### src/rtl/alu2_fwd_stage.sv
// alu2_fwd_stage: registered ALU operand-2 stage.
// Chooses rs2 data or the immediate for ALU operand 2. Forwarded results override rs2.
// When the matching producer is still pending (load-use), the stage holds the entry until
// that result arrives. Valid/ready handshakes are used on both sides.
// Optional feature: define ALU2_FWD_STATS_EN to add the fwd_cnt and stall_cnt counter outputs.
module alu2_fwd_stage #(
  parameter int XLEN    = 32,  // REG_LEN
  parameter int NUM_FWD = 2,
  parameter int RADDR_W = 5
) (
  input  logic                       clk,
  input  logic                       rst,
  input  logic                       flush,
  input  logic                       in_valid,
  output logic                       in_ready,
  input  logic                       alu2_sel,
  input  logic [RADDR_W-1:0]         rs2_addr,
  input  logic [XLEN-1:0]            rs2_d,
  input  logic [XLEN-1:0]            imm,
  input  logic [NUM_FWD-1:0]         fwd_valid,
  input  logic [NUM_FWD-1:0]         fwd_pending,
  input  logic [NUM_FWD*RADDR_W-1:0] fwd_rd,
  input  logic [NUM_FWD*XLEN-1:0]    fwd_data,
  output logic                       out_valid,
  input  logic                       out_ready,
  output logic [XLEN-1:0]            alu_in2,
  output logic                       out_fwd
`ifdef ALU2_FWD_STATS_EN
  ,
  output logic [31:0]                fwd_cnt,
  output logic [31:0]                stall_cnt
`endif
);

  // Select encoding: 0 selects rs2, 1 selects the immediate.
  localparam logic ALU2_IMM = 1'b1;

  typedef enum logic [1:0] {S_IDLE, S_WAIT, S_DONE} state_t;

  state_t             state_reg;
  logic               out_valid_reg;
  logic [XLEN-1:0]    alu_in2_reg;
  logic               out_fwd_reg;
  logic               hold_sel_reg;
  logic [RADDR_W-1:0] hold_addr_reg;
  logic [XLEN-1:0]    hold_d_reg;

  logic [NUM_FWD-1:0] in_match;
  logic [NUM_FWD-1:0] hold_match;

  // Per-slot match flags for the incoming entry and for the held entry.
  // Register 0 is hard-wired to zero, so it never forwards.
  generate
    for (genvar gi = 0; gi < NUM_FWD; gi++) begin : g_match
      assign in_match[gi]   = fwd_valid[gi]
                              && (fwd_rd[gi*RADDR_W +: RADDR_W] == rs2_addr)
                              && (rs2_addr != '0);
      assign hold_match[gi] = fwd_valid[gi]
                              && (fwd_rd[gi*RADDR_W +: RADDR_W] == hold_addr_reg)
                              && (hold_addr_reg != '0);
    end
  endgenerate

  logic            in_hit, in_pend, hold_hit, hold_pend;
  logic [XLEN-1:0] in_fdata, hold_fdata;

  // Priority pick: the lowest matching index (youngest source) wins, even if it is pending.
  always_comb begin
    in_hit     = 1'b0;
    in_pend    = 1'b0;
    in_fdata   = '0;
    hold_hit   = 1'b0;
    hold_pend  = 1'b0;
    hold_fdata = '0;
    for (int i = NUM_FWD - 1; i >= 0; i--) begin
      if (in_match[i]) begin
        in_hit   = 1'b1;
        in_pend  = fwd_pending[i];
        in_fdata = fwd_data[i*XLEN +: XLEN];
      end
      if (hold_match[i]) begin
        hold_hit   = 1'b1;
        hold_pend  = fwd_pending[i];
        hold_fdata = fwd_data[i*XLEN +: XLEN];
      end
    end
  end

  logic            in_ok, in_fwd, hold_ok, hold_fwd;
  logic [XLEN-1:0] in_val, hold_val;

  // Resolve the operand for the incoming entry and for the held entry.
  always_comb begin
    in_ok    = (alu2_sel == ALU2_IMM) || !in_hit || !in_pend;
    in_fwd   = (alu2_sel != ALU2_IMM) && in_hit;
    in_val   = (alu2_sel == ALU2_IMM) ? imm : (in_hit ? in_fdata : rs2_d);
    hold_ok  = (hold_sel_reg == ALU2_IMM) || !hold_hit || !hold_pend;
    hold_fwd = (hold_sel_reg != ALU2_IMM) && hold_hit;
    hold_val = (hold_sel_reg == ALU2_IMM) ? hold_d_reg : (hold_hit ? hold_fdata : hold_d_reg);
  end

  logic accept;
  assign in_ready = !rst && !flush
                    && ((state_reg == S_IDLE) || ((state_reg == S_DONE) && out_ready));
  assign accept   = in_valid && in_ready;

  // Stage FSM with registered outputs: IDLE -> (DONE | WAIT), WAIT -> DONE, DONE -> IDLE/accept.
  always_ff @(posedge clk) begin
    if (rst) begin
      state_reg     <= S_IDLE;
      out_valid_reg <= 1'b0;
      alu_in2_reg   <= '0;
      out_fwd_reg   <= 1'b0;
      hold_sel_reg  <= 1'b0;
      hold_addr_reg <= '0;
      hold_d_reg    <= '0;
    end else if (flush) begin
      state_reg     <= S_IDLE;
      out_valid_reg <= 1'b0;
    end else begin
      case (state_reg)
        S_WAIT: begin
          if (hold_ok) begin
            state_reg     <= S_DONE;
            out_valid_reg <= 1'b1;
            alu_in2_reg   <= hold_val;
            out_fwd_reg   <= hold_fwd;
          end
        end
        S_DONE: begin
          if (out_ready && !in_valid) begin
            state_reg     <= S_IDLE;
            out_valid_reg <= 1'b0;
          end
        end
        default: begin
          state_reg     <= S_IDLE;
          out_valid_reg <= 1'b0;
        end
      endcase
      // A new entry may arrive from IDLE or back-to-back from DONE.
      if (accept) begin
        if (in_ok) begin
          state_reg     <= S_DONE;
          out_valid_reg <= 1'b1;
          alu_in2_reg   <= in_val;
          out_fwd_reg   <= in_fwd;
        end else begin
          state_reg     <= S_WAIT;
          out_valid_reg <= 1'b0;
          hold_sel_reg  <= alu2_sel;
          hold_addr_reg <= rs2_addr;
          hold_d_reg    <= rs2_d;
        end
      end
    end
  end

  assign out_valid = out_valid_reg;
  assign alu_in2   = alu_in2_reg;
  assign out_fwd   = out_fwd_reg;

`ifdef ALU2_FWD_STATS_EN
  logic [31:0] fwd_cnt_reg;
  logic [31:0] stall_cnt_reg;

  // Saturating statistics: forwarded hand-offs and WAIT cycles; only rst clears them.
  always_ff @(posedge clk) begin
    if (rst) begin
      fwd_cnt_reg   <= '0;
      stall_cnt_reg <= '0;
    end else begin
      if (out_valid_reg && out_ready && out_fwd_reg && (fwd_cnt_reg != 32'hFFFF_FFFF))
        fwd_cnt_reg <= fwd_cnt_reg + 32'd1;
      if ((state_reg == S_WAIT) && (stall_cnt_reg != 32'hFFFF_FFFF))
        stall_cnt_reg <= stall_cnt_reg + 32'd1;
    end
  end

  assign fwd_cnt   = fwd_cnt_reg;
  assign stall_cnt = stall_cnt_reg;
`endif

endmodule

### config.mk
export PLATFORM = sky130hd
export DESIGN_NAME = alu2_fwd_stage
export DESIGN_NICKNAME = d
export VERILOG_FILES = /design/src/rtl/alu2_fwd_stage.sv
export SDC_FILE = /design/constraint.sdc
export NUM_CORES = 1
export LEC_CHECK = 0
export BUFFER_PORTS_ARGS = -buffer_cell sky130_fd_sc_hd__buf_2
export CAP_MARGIN = 25
export CORE_MARGIN = 10
export CORE_UTILIZATION = 50
export DETAILED_ROUTE_END_ITERATION = 12
export HOLD_SLACK_MARGIN = 0.12
export PLACE_DENSITY = 0.8
export SLEW_MARGIN = 30
export SYNTH_ARGS = -nofsm -noshare
export SYNTH_HDL_FRONTEND = slang
export SYNTH_SLANG_ARGS = --single-unit
### constraint.sdc
create_clock -name clk -period 3.05 [get_ports clk]
set_input_delay 0.1525 -clock clk [delete_from_list [all_inputs] [get_ports clk]]
set_output_delay 0.1525 -clock clk [all_outputs]
set_load 0.02 [all_outputs]
* Word level (Yosys, flattened, before mapping)
Index checks and enable logic that the tools add are counted.
** Word-level totals
- Logic and storage cells :: 86
- Register bits after elaboration :: 74
- Bits of input ports :: 153
- Output and inout port bits :: 35
** Cells by class
- Reductions and logical operators :: 33
- Equality and inequality tests :: 8
- Multiplexer cells :: 34
- Bitwise gates (word level) :: 4
** Operators by type and width (count)
- $mux 32 :: 12
- $eq 5x5->1 :: 4
- $mux 1 :: 16
- $logic_and 1x1->1 :: 15
- $reduce_bool 5->1 :: 2
- $mux 2 :: 4
- $logic_not 1->1 :: 7
- $logic_or 1x1->1 :: 5
- $not 1->1 :: 4
- $pmux 2 s2 :: 1
- $ne 3x2->1 const B :: 1
- $ne 3x3->1 const B :: 1
- $reduce_and 3->1 :: 1
- $eq 2x1->1 const B :: 1
- $eq 2x2->1 const B :: 1
- $logic_not 2->1 :: 1
- $pmux 1 s2 :: 1
- $reduce_and 2->1 :: 1
- $reduce_or 2->1 :: 1

* Longest topological paths before layout
Gate-level depths: netlist of the first run.
- Depth in word-level cells :: 12
- Gate-level depth with buffers :: 9

* Least setup slack after synthesis of the first run
Ideal clock, no wire load.
- Path type :: reg-to-reg
- Start point :: reg state_reg[1]
- End point :: reg hold_addr_reg[0]
- Setup slack :: 0.675 ns
- Buffers on the path :: 2
- Stages on the path, launching flop included :: 9
- Clock period less this slack :: 2.375 ns
- Arrival :: 2.243 ns
- Data required time :: 2.918 ns
- Cell sequence :: dfxtp_1 nor2b_1 nor4_1 nand2_1 or3_1 buf_2 buf_2 nand2_1 a21oi_1
** Between the ends
- Word-level cells in the longest chain between the ends :: 6
** Ends and longest elaborated chain
- from (decl) :: line 40 : state_t state_reg;
- from (signal assigned) :: line 110 : state_reg <= S_IDLE;
- from (signal assigned) :: line 118 : state_reg <= S_IDLE;
- from (signal assigned) :: line 124 : state_reg <= S_DONE;
- $eq 2x2->1 :: line 104 : && ((state_reg == S_IDLE) || ((state_reg == S_DONE) && out_ready));
- $logic_and 1x1->1 :: line 104
- $logic_or 1x1->1 * :: line 104
- $logic_and 1x1->1 * :: line 104
- via in_ready :: line 15 : output logic in_ready,
- $logic_and 1x1->1 * :: line 105 : assign accept = in_valid && in_ready;
- $reduce_and 3->1 (no line) *
- to (signal assigned) :: line 152 : hold_addr_reg <= rs2_addr;
- to (decl) :: line 45 : logic [RADDR_W-1:0] hold_addr_reg;
Mark *: on every way through the listed nets, which the timed path passes. The rest lies on a longest branch.
A chain may end at the register's enable or synchronous reset.

* Worst setup path in the final report of the first run
- Start point :: in rs2_addr[1]
- End point :: reg hold_d_reg[31]
** Between the ends
- Word-level cells in the longest chain between the ends :: 10
** Ends and longest elaborated chain
- from (decl) :: line 17 : input logic [RADDR_W-1:0] rs2_addr,
- $eq 5x5->1 :: line 56 : && (fwd_rd[gi*RADDR_W +: RADDR_W] == rs2_addr)
- $logic_and 1x1->1 :: line 56
- $logic_and 1x1->1 :: line 57 : && (rs2_addr != '0);
- $mux 1 (2 in series) :: line 76 : if (in_match[i]) begin
- $logic_not 1->1 :: line 94 : in_ok = (alu2_sel == ALU2_IMM) || !in_hit || !in_pend;
- $logic_or 1x1->1 :: line 94
- $logic_or 1x1->1 * :: line 94
- $not 1->1 (no line) *
- $reduce_and 3->1 (no line) *
- to (signal assigned) :: line 153 : hold_d_reg <= rs2_d;
- to (decl) :: line 46 : logic [XLEN-1:0] hold_d_reg;
Every way passes the cells marked *; elsewhere a longest branch is shown, timed or not.

==> results of run 1 <==
## worst register-to-register path, stage by stage, from the launching register on
cell and delay, ps:
dfxtp_1 350, or4_4 560, o211a_1 240, and3_1 190, o21bai_4 160, buf_4 320
mux2i_1 220, o21ai_0 100, a221o_1 350
## kinds of logic (layout without fill, tap and decap cells)
group	Yosys count	after routing	share of synthesized area
compound gates	186	186	0.2589
xor+xnor	20	20	0.03259
buf+inv	64	270	0.06937
flops	73	73	0.2719
mux	63	63	0.1315
other cells	0	1	0
simple gates	301	301	0.2358
## worst max-delay path by stage
stage	to	slack, ps
2_1_floorplan	hold_addr_reg[0]	680
3_3_place_gp	alu_in2[11]	520
3_5_place_dp	alu_in2[17]	450
4_1_cts	hold_d_reg[31]	330
5_1_grt	hold_d_reg[26]	130
6_report	hold_d_reg[31]	270
## power breakdown
part           switching, W  internal, W
logic              0.000267     0.000233
clock network      0.000383     0.000381
registers         0.0000246     0.000984
## final cells by class
type	count	area, um2
antenna	1	2.502
clock buffer	10	127.6
clock inverter	6	67.56
fill	912	3483
inverter	2	7.507
multi-input combinational	570	3565
sequential	73	1461
tap	136	170.2
timing repair buffer	252	1531
## stage by stage
step,std cells,power (W),worst slack (ps),cell area [um2],utilization
6_report,1050,0.002273,271.5,6933,0.6656
4_1_cts,1049,0.002276,327.9,6930,0.6653
5_1_grt,1049,0.002370,126.7,6930,0.6653
3_5_place_dp,995,0.001486,452.9,6355,0.6101
3_3_place_gp,995,0.001480,517.3,6355,0.6101
2_1_floorplan,707,0.001273,675.1,5375,-
## routing by layer
layer,up-vias,GRT usage,part of all wire
met5,-,0,0
met4,0,0.08734,0.026
li1,2968,-,-
met3,39,0.05701,0.10
met1,2827,0.2806,0.40
met2,334,0.3990,0.47
## synthesized netlist by cell type (2+ instances only)
| master | instances | area share |
|---|---|---|
| mux2i_1 | 32 | 0.060 |
| xnor2_1 | 14 | 0.023 |
| mux2_4 | 10 | 0.028 |
| nor3_1 | 3 | 0.0028 |
| nor2_1 | 36 | 0.025 |
| or2_2 | 2 | 0.0023 |
| mux2_1 | 19 | 0.040 |
| or3_1 | 2 | 0.0023 |
| a21oi_1 | 41 | 0.038 |
| mux2_2 | 2 | 0.0042 |
| o211ai_1 | 2 | 0.0028 |
| nand3_1 | 31 | 0.029 |
| and2_1 | 2 | 0.0023 |
| nand2_1 | 206 | 0.14 |
| o21bai_2 | 2 | 0.0042 |
| clkbuf_1 | 23 | 0.016 |
| buf_6 | 13 | 0.027 |
| o21ai_0 | 21 | 0.020 |
| xor2_1 | 6 | 0.0098 |
| inv_1 | 2 | 0.0014 |
| buf_2 | 25 | 0.023 |
| nand4_1 | 2 | 0.0023 |
| o211a_1 | 2 | 0.0037 |
| a221o_1 | 31 | 0.058 |
| a311o_1 | 31 | 0.058 |
| nor2b_1 | 4 | 0.0047 |
| or4_4 | 2 | 0.0042 |
| a31oi_1 | 31 | 0.036 |
| dfxtp_1 | 73 | 0.27 |
| o21ai_1 | 12 | 0.011 |
| and3_1 | 2 | 0.0023 |
## cells in the final DEF, fill, tap and decap left out, types with 2 or more instances in the layout
master	count
a21oi_1	41
a221o_1	31
a311o_1	31
a31oi_1	31
and2_1	2
and3_1	2
buf_2	187
buf_4	26
clkbuf_8	9
clkinvlp_4	2
dfxtp_1	73
dlygate4sd3_1	38
inv_1	2
mux2_1	19
mux2_2	2
mux2_4	10
mux2i_1	32
nand2_1	206
nand3_1	31
nand4_1	2
nor2_1	36
nor2b_1	3
nor3_1	3
o211a_1	2
o211ai_1	2
o21ai_0	21
o21ai_1	12
o21bai_4	2
or2_2	2
or3_1	2
or4_4	2
xnor2_1	14
xor2_1	6
==> flow_summary_export.csv, run 1 <==
group,metric,value,unit
outcome,status,"finished clean",
hold_path,hold_path_startpoint,"imm[10]",
sta,relSlewSlack,0.5093,
drt,vias,6168,
critical_path,r2r-start,"hold_addr_reg[1]",
synthesis,synth-main-ff-cell,"dfxtp_1",
sta,finalHoldViolCount,0,
cts,clk_pin_slew,80,ps
cells_and_area,drive_gt1_frac,0.2804,
critical_path,cp-startpoint,"rs2_addr[1]",
global_route,grt_pass1_wl,29680,um
synthesis,yosysWarnings,0,
pwr,p_leak,3.127,nW
synthesis,syn_inst,707,
synthesis,yosysUniqueCellTypes,54,
global_route,overflow,0,
cts,clk_path_buf_depth,2,
sta,tightest_slew,736.1,ps
die,top_level_ports,188,
global_route,grt_pass1_vias,6132,
critical_path,cp_num_buf_inv,4,
die,die-width,123.7,um
synthesis,synthesis.nets,860,
drt,avgRoutedWirePerCell,17.74,um
cts,h-tree-depth,3,
synthesis,synth.avg_cell_area,7.603,um2
sta,fin_setup_tns,0,ps
sta,fmaxAchievable,359.9,MHz
cts,clock_latency,340,ps
sta,rsz0062_at_grt,"false",
critical_path,cp-start-kind,"primary input",
critical_path,cp.depth,11,
critical_path,rr_worst_depth,8,
cts,post_cts_buffers,0,
critical_path,crit_type,"primary input to flop",
critical_path,critical_path.max_stage_delay,540,ps
synthesis,syn_area,5375,um2
drt,drtIter0Drc,544,
hold_path,holdPathStages,4,
cts,numCtsBuffers,9,
drt,drc_errors,0,
critical_path,path_delay_family,"buffers and inverters",
place,hpwlAfterDp,13370,um
critical_path,worstPathRequired,3310,ps
synthesis,synth_edf_count,0,
cts,cts-resized-gates,0,
hold_path,hold_path_class,"primary input to flop",
global_route,grt_util_all_layers,0.2347,
die,initial_core_util,0.5160,
sta,final.hold.worst_slack,167.2,ps
die,die_height,123.7,um
critical_path,arrival,3040,ps
sta,report.final.slew_viol_count,0,
cells_and_area,area_growth,28.98,%
critical_path,crit_fanout,32,
sta,period_minus_slack,2779,ps
cts,hold_buffers,38,
hold_path,hold_path_end,"alu_in2[10]",
cells_and_area,layout.nets,1061,
critical_path,worst_path_most_repeated_cell,"buf_4",
synthesis,ys_seq_area_frac,0.2719,
drt,ant_nets,0,
place,place_congestion,0.8728,
die,rows,37,
place,numPortBuffers,187,
critical_path,slowest_stage,"dlygate4sd3_1",
drt,drt_pass1_iterations,6,
cts,tritoncts,"yes",
global_route,antenna_found_initial,0,
synthesis,async_flop_share,0,
pwr,max-vdd-ir-drop,0.3121,mV
sta,fin_crit_sh,0.9110,
run,cap_violations,0,
pwr,powerDensity,327.8,nW/um2
sta,fin_skew,11.89,ps
critical_path,ff2ff_setup_slack,410,ps
synthesis,synth_seq_cells,73,
global_route,grt_max_degree,44,
drt,wirelength,18630,um
critical_path,worstPathCellList,"dlygate4sd3_1, buf_2, or4_4, o211ai_2, or2_2, buf_4, o22a_1, or3_1, buf_4, nand2_1, a21oi_1",
drt,viasPerCell,5.874,
cts,root_buffer,"clkbuf_8",
sta,setup_violations,0,
critical_path,r2r-end,"alu_in2[17]",
critical_path,cp-end-kind,"flop",
die,core_area,10420,um2
cts,clkSinkCount,73,
die,die_area,15300,um2
Note: power is estimated with default switching activity, not from simulation.
==> inputs of run 2 (changes only) <==
--- a/config.mk
+++ b/config.mk
@@ -10,4 +10,5 @@
 export CORE_MARGIN = 10
 export CORE_UTILIZATION = 50
+export CTS_BUF_LIST = sky130_fd_sc_hd__clkbuf_4
 export DETAILED_ROUTE_END_ITERATION = 12
 export HOLD_SLACK_MARGIN = 0.12
==> constraint.sdc (replaced) <==
create_clock -name clk -period 3.05 [get_ports clk]
set_input_delay 0.305 -clock clk [delete_from_list [all_inputs] [get_ports clk]]
set_output_delay 0.305 -clock clk [all_outputs]
set_load 0.005 [all_outputs]
==> run 2 against run 1 <==
Net effect:
- global-route usage increased by 0.24 points
- largest power group unchanged
- combinational power is 11% lower
- critical path depth fell by 3
- count of clock-buffer cells in the layout is the same
==> flow_summary_export.csv, run 2 (synthesis gave the netlist of run 1 again) <==
group,metric,value,unit
outcome,status,"finished clean",
pwr,max-vdd-ir-drop,0.1500,mV
die,die_area,15300,um2
die,rows,37,
drt,viasPerCell,5.917,
global_route,antenna_found_initial,0,
sta,fin_skew,18.30,ps
cts,h-tree-depth,3,
cells_and_area,area_growth,24.23,%
global_route,grt_pass1_wl,30030,um
cells_and_area,multi_input_area,3565,um2
sta,worst_slack,490.5,ps
sta,rsz0062_at_grt,"false",
critical_path,crit_type,"flop to flop",
critical_path,arrival,2870,ps
drt,avgRoutedWirePerCell,17.97,um
cts,clock_latency,440,ps
drt,drtIter0Drc,581,
global_route,grt_util_all_layers,0.2371,
sta,fmaxAchievable,390.7,MHz
sta,fin_setup_tns,0,ps
cells_and_area,register_area,1461,um2
critical_path,cp-start-kind,"flop",
cts,cts-resized-gates,0,
drt,drc_errors,0,
sta,tightest_slew,747.4,ps
global_route,overflow,0,
cells_and_area,drive_gt1_frac,0.2860,
drt,vias,6106,
die,initial_core_util,0.5160,
cts,clkSinkCount,73,
place,pre_cts_ws,529.6,ps
cts,numCtsBuffers,9,
critical_path,crit_fanout,12,
sta,relSlewSlack,0.5017,
pwr,p_leak,3.022,nW
die,core_area,10420,um2
cts,tritoncts,"yes",
drt,wirelength,18540,um
cells_and_area,final_cell_area,6678,um2
pwr,powerDensity,300.6,nW/um2
global_route,grt_max_degree,43,
cts,clk_pin_slew,130,ps
pwr,p_total,0.002007,W
hold_path,hold_path_class,"primary input to flop",
drt,drt_pass1_iterations,7,
critical_path,cp-end-kind,"flop",
die,die_height,123.7,um
die,die-width,123.7,um
cells_and_area,nFillCells,947,
critical_path,worstPathRequired,3360,ps
place,placedInstanceArea,6347,um2
sta,finalHoldViolCount,0,
cells_and_area,layout.nets,1043,
cells_and_area,final_common_cell,"nand2_1",
sta,setup_violations,0,
cts,root_buffer,"clkbuf_4",
cells_and_area,final_cell_mix,"206 x nand2_1, 187 x buf_2, 73 x dfxtp_1",
sta,report.final.slew_viol_count,0,
place,numPortBuffers,187,
place,hpwlAfterDp,13550,um
sta,period_minus_slack,2559,ps
global_route,grt_pass1_vias,6224,
cts,clk_path_buf_depth,2,
place,place_congestion,0.8858,
run,cap_violations,0,
sta,fin_crit_sh,0.8392,
die,top_level_ports,188,
drt,ant_nets,0,
==> run 2: metrics by stage <==
stage,util,hold WS (ps),cells
floorplan,-,384.3,707
global placement,0.6094,442.9,994
detailed placement,0.6094,448.4,994
CTS,0.6408,120.5,1031
global route,0.6408,120.7,1031
finish,0.6411,131.8,1032
==> run 2: worst max-delay path, stage by stage (launching register included) <==
cell and delay (ps):
dfxtp_1 380, or4_4 570, o211a_1 240, and3_1 200, o21bai_4 150, buf_4 280
mux2i_1 200, o21ai_0 90, a221o_1 340
==> run 2: worst paths after layout <==
kind | to | cells after the start | slack, ps | from
hold / removal | hold_d_reg[24] | 3 | 130 | rs2_d[24]
setup / recovery | alu_in2[27] | 8 | 490 | hold_addr_reg[1]
hold reg to reg | hold_d_reg[24] | 2 | 460 | hold_d_reg[24]
setup reg to reg | alu_in2[27] | 8 | 490 | hold_addr_reg[1]
==> run 2: metal layers <==
layer  up-vias  global-route usage  routed length, um
met5         -                   0                  0
met4         0             0.08806                506
met1      2850              0.2818               7397
met2       277              0.4050               8945
met3        52             0.05792               1694
li1       2927                   -                  -
==> run 2: layout make-up <==
| cell class | instances | share of cell area |
|---|---|---|
| clock inverters | 6 | 0.006371 |
| diodes | 1 | 0.0003747 |
| multi-input cells | 570 | 0.5338 |
| flip-flops and latches | 73 | 0.2188 |
| repair buffers | 234 | 0.2027 |
| well taps | 136 | 0.02548 |
| inverters | 2 | 0.001124 |
| clock buffers | 10 | 0.01124 |
==> run 2: timing repair <==
item	4_1_cts	5_1_grt
hold endpoints to repair	21	0
hold buffers	21	0
setup buffers	0	0
==> run 2: power breakdown <==
part	internal (W)	total, W	switching [W]
Clock	0.000178	0.000554	0.000376
Combinational	0.000218	0.000445	0.000227
Sequential	0.000985	0.00101	0.0000230
Total	0.00138	0.00201	0.000626
==> inputs of run 3 (changes only) <==
- CORE_UTILIZATION: 50 -> 47
- PLACE_DENSITY: 0.8 -> 0.79
- clock period: 3.05 -> 2.3 ns (I/O delays scaled with it)
==> run 3 against run 2 <==
Net effect:
- the run now ends with negative setup slack left
- count of clock-buffer cells in the layout shrank 1
- worst hold slack better by 29 ps
- register-to-register slack got worse by 630 ps
- critical path depth grew 1
- sequential share of layout area decreased by 2.1 points
- final cell count increased by 4.5%
- combinational power rose by 44%
- design area grew 11%
- worst setup slack worse by 630 ps
- utilization grew 3.0 points
- first-iteration DRC count down 7.1%
- clock skew hardly changed
==> flow_summary_export.csv, run 3 (synthesis gave the netlist of run 1 again) <==
group,metric,value,unit
cts,clk_pin_slew,140,ps
place,place_congestion,0.8800,
critical_path,arrival,2760,ps
critical_path,critical_path.max_stage_delay,550,ps
pwr,netSwitchingFraction,0.2908,
outcome,status,"finished, violations left",
cts,root_buffer,"clkbuf_4",
drt,ant_nets,0,
cells_and_area,area_growth,37.66,%
global_route,overflow,0,
cells_and_area,layout.nets,1085,
place,hpwlAfterDp,13710,um
cells_and_area,drive_gt1_frac,0.3116,
pwr,p_seq_frac,0.458,
drt,drc_errors,0,
cts,h-tree-depth,3,
sta,fin_skew,17.83,ps
sta,worst_slack,-137.3,ps
cells_and_area,final_common_cell,"nand2_1",
sta,period_minus_slack,2437,ps
sta,tightest_slew,520.1,ps
die,die_area,16110,um2
critical_path,crit_fanout,17,
drt,viasPerCell,5.889,
pwr,max-vdd-ir-drop,0.3337,mV
die,core_area,11030,um2
pwr,p_leak,3.346,nW
die,die_height,126.9,um
global_route,grt_util_all_layers,0.2309,
drt,drtIter0Drc,540,
run,cap_violations,0,
outcome,violations,"negative setup slack",
drt,wirelength,20030,um
global_route,antenna_found_initial,1,
critical_path,worstPathRequired,2630,ps
pwr,p_clk_frac,0.323,
sta,finalHoldViolCount,0,
place,numPortBuffers,187,
sta,rsz0062_at_grt,"true",
pwr,power.switching,0.0008498,W
sta,fin_setup_tns,-2547,ps
die,die-width,126.9,um
cts,clk_path_buf_depth,2,
die,rows,38,
global_route,grt_pass1_vias,6286,
pwr,powerDensity,394.9,nW/um2
cts,clkSinkCount,73,
cts,tritoncts,"yes",
drt,drt_pass1_iterations,5,
sta,setup_violations,31,
hold_path,hold_path_class,"primary input to flop",
die,top_level_ports,188,
place,placedInstanceArea,6661,um2
critical_path,path_delay_family,"simple AND/OR/NAND/NOR gates",
critical_path,worstPathCellList,"or4_4, o211ai_4, nor2_4, buf_12, buf_12, mux2_4, mux2i_1, o21ai_1, a221o_1",
critical_path,cp_num_buf_inv,2,
global_route,grt_pass1_wl,31350,um
sta,report.final.slew_viol_count,0,
critical_path,cp-start-kind,"flop",
critical_path,cp-end-kind,"flop",
die,initial_core_util,0.4873,
cts,clock_latency,420,ps
cells_and_area,final_cell_mix,"206 x nand2_1, 187 x buf_2, 71 x dfxtp_1",
pwr,p_comb_frac,0.219,
critical_path,crit_type,"flop to flop",
pwr,p_int,0.002073,W
sta,fmaxAchievable,410.3,MHz
cells_and_area,final_cell_area,7400,um2
critical_path,worst_path_most_repeated_cell,"buf_12",
global_route,grt_max_degree,42,
sta,fin_crit_sh,1.060,
pwr,p_total,0.002922,W
sta,relSlewSlack,0.6533,
critical_path,slowest_stage,"or4_4",
cts,numCtsBuffers,9,
drt,vias,6348,
drt,avgRoutedWirePerCell,18.58,um
[run 3: cell types whose count changed in the layout (fill, tap and decap cells not counted), moves of 5 or more]
cell           previous run  this run
buf_12                    1        15
buf_4                    25        30
buf_6                     0         5
dlygate4sd3_1            21        35
o21ai_0                  21         4
o21ai_1                  12        29
[run 3: layer usage]
layer  routed length [um]  up-vias  share of wire  GRT usage
li1                     -     3021              -          -
met1                 7989     2939           0.40     0.2658
met3                 1857       37          0.093    0.05789
met4                  380        0          0.019    0.07770
met2                 9807      351           0.49     0.4061
met5                    0        -              0          0
[run 3: final timing paths]
| kind | from | end | slack (ps) | cells past startpoint |
|---|---|---|---|---|
| setup / recovery | hold_addr_reg[3] | alu_in2[0] | -140 | 9 |
| hold / removal | imm[24] | alu_in2[24] | 160 | 4 |
| setup reg to reg | hold_addr_reg[3] | alu_in2[0] | -140 | 9 |
| hold reg to reg | hold_d_reg[3] | hold_d_reg[3] | 460 | 2 |
[run 3: per-stage QoR]
step | utilization | hold WS [ps] | std cells | setup WS, ps
floorplan | - | 309.3 | 707 | -38.81
global placement | 0.6039 | 441.8 | 1015 | -93.32
detailed placement | 0.6039 | 447.9 | 1015 | -134.4
CTS | 0.6581 | 139.5 | 1071 | -157.0
global route | 0.6708 | 163.9 | 1078 | -217.7
finish | 0.6708 | 160.6 | 1078 | -137.3
[run 3: final cells by class]
class	instances	area, um2
antenna	1	2.502
multi-input combinational	570	3616
fill	933	3631
timing repair buffer	276	1973
clock buffer	9	67.56
tap	140	175.2
clock inverter	7	93.84
sequential	73	1464
inverter	2	7.507
[run 3: worst min-delay path, cell delays in order]
cell and delay [ps]:
buf_2 80, nand2_1 50, nand3_1 70, a221o_1 120
[run 3: timing repair]
item / in CTS / in global routing
hold buffers: 35 / 0
endpoints found under the setup margin: 32 / 33
setup buffers: 3 / 4
endpoints found under the hold margin: 35 / 0
resized for setup: 4 / 14
gates cloned: 2 / 3
pin swaps: 0 / 6
[run 3: power by group through the flow]
stage / clock (W) / combinational [W] / sequential, W
after detailed placement: 0 / 0.000579 / 0.00136
after floorplan: 0 / 0.000276 / 0.00136
after global routing: 0.00100 / 0.000703 / 0.00134
after global placement: 0 / 0.000568 / 0.00136
final: 0.000945 / 0.000641 / 0.00134
after CTS: 0.000962 / 0.000627 / 0.00134
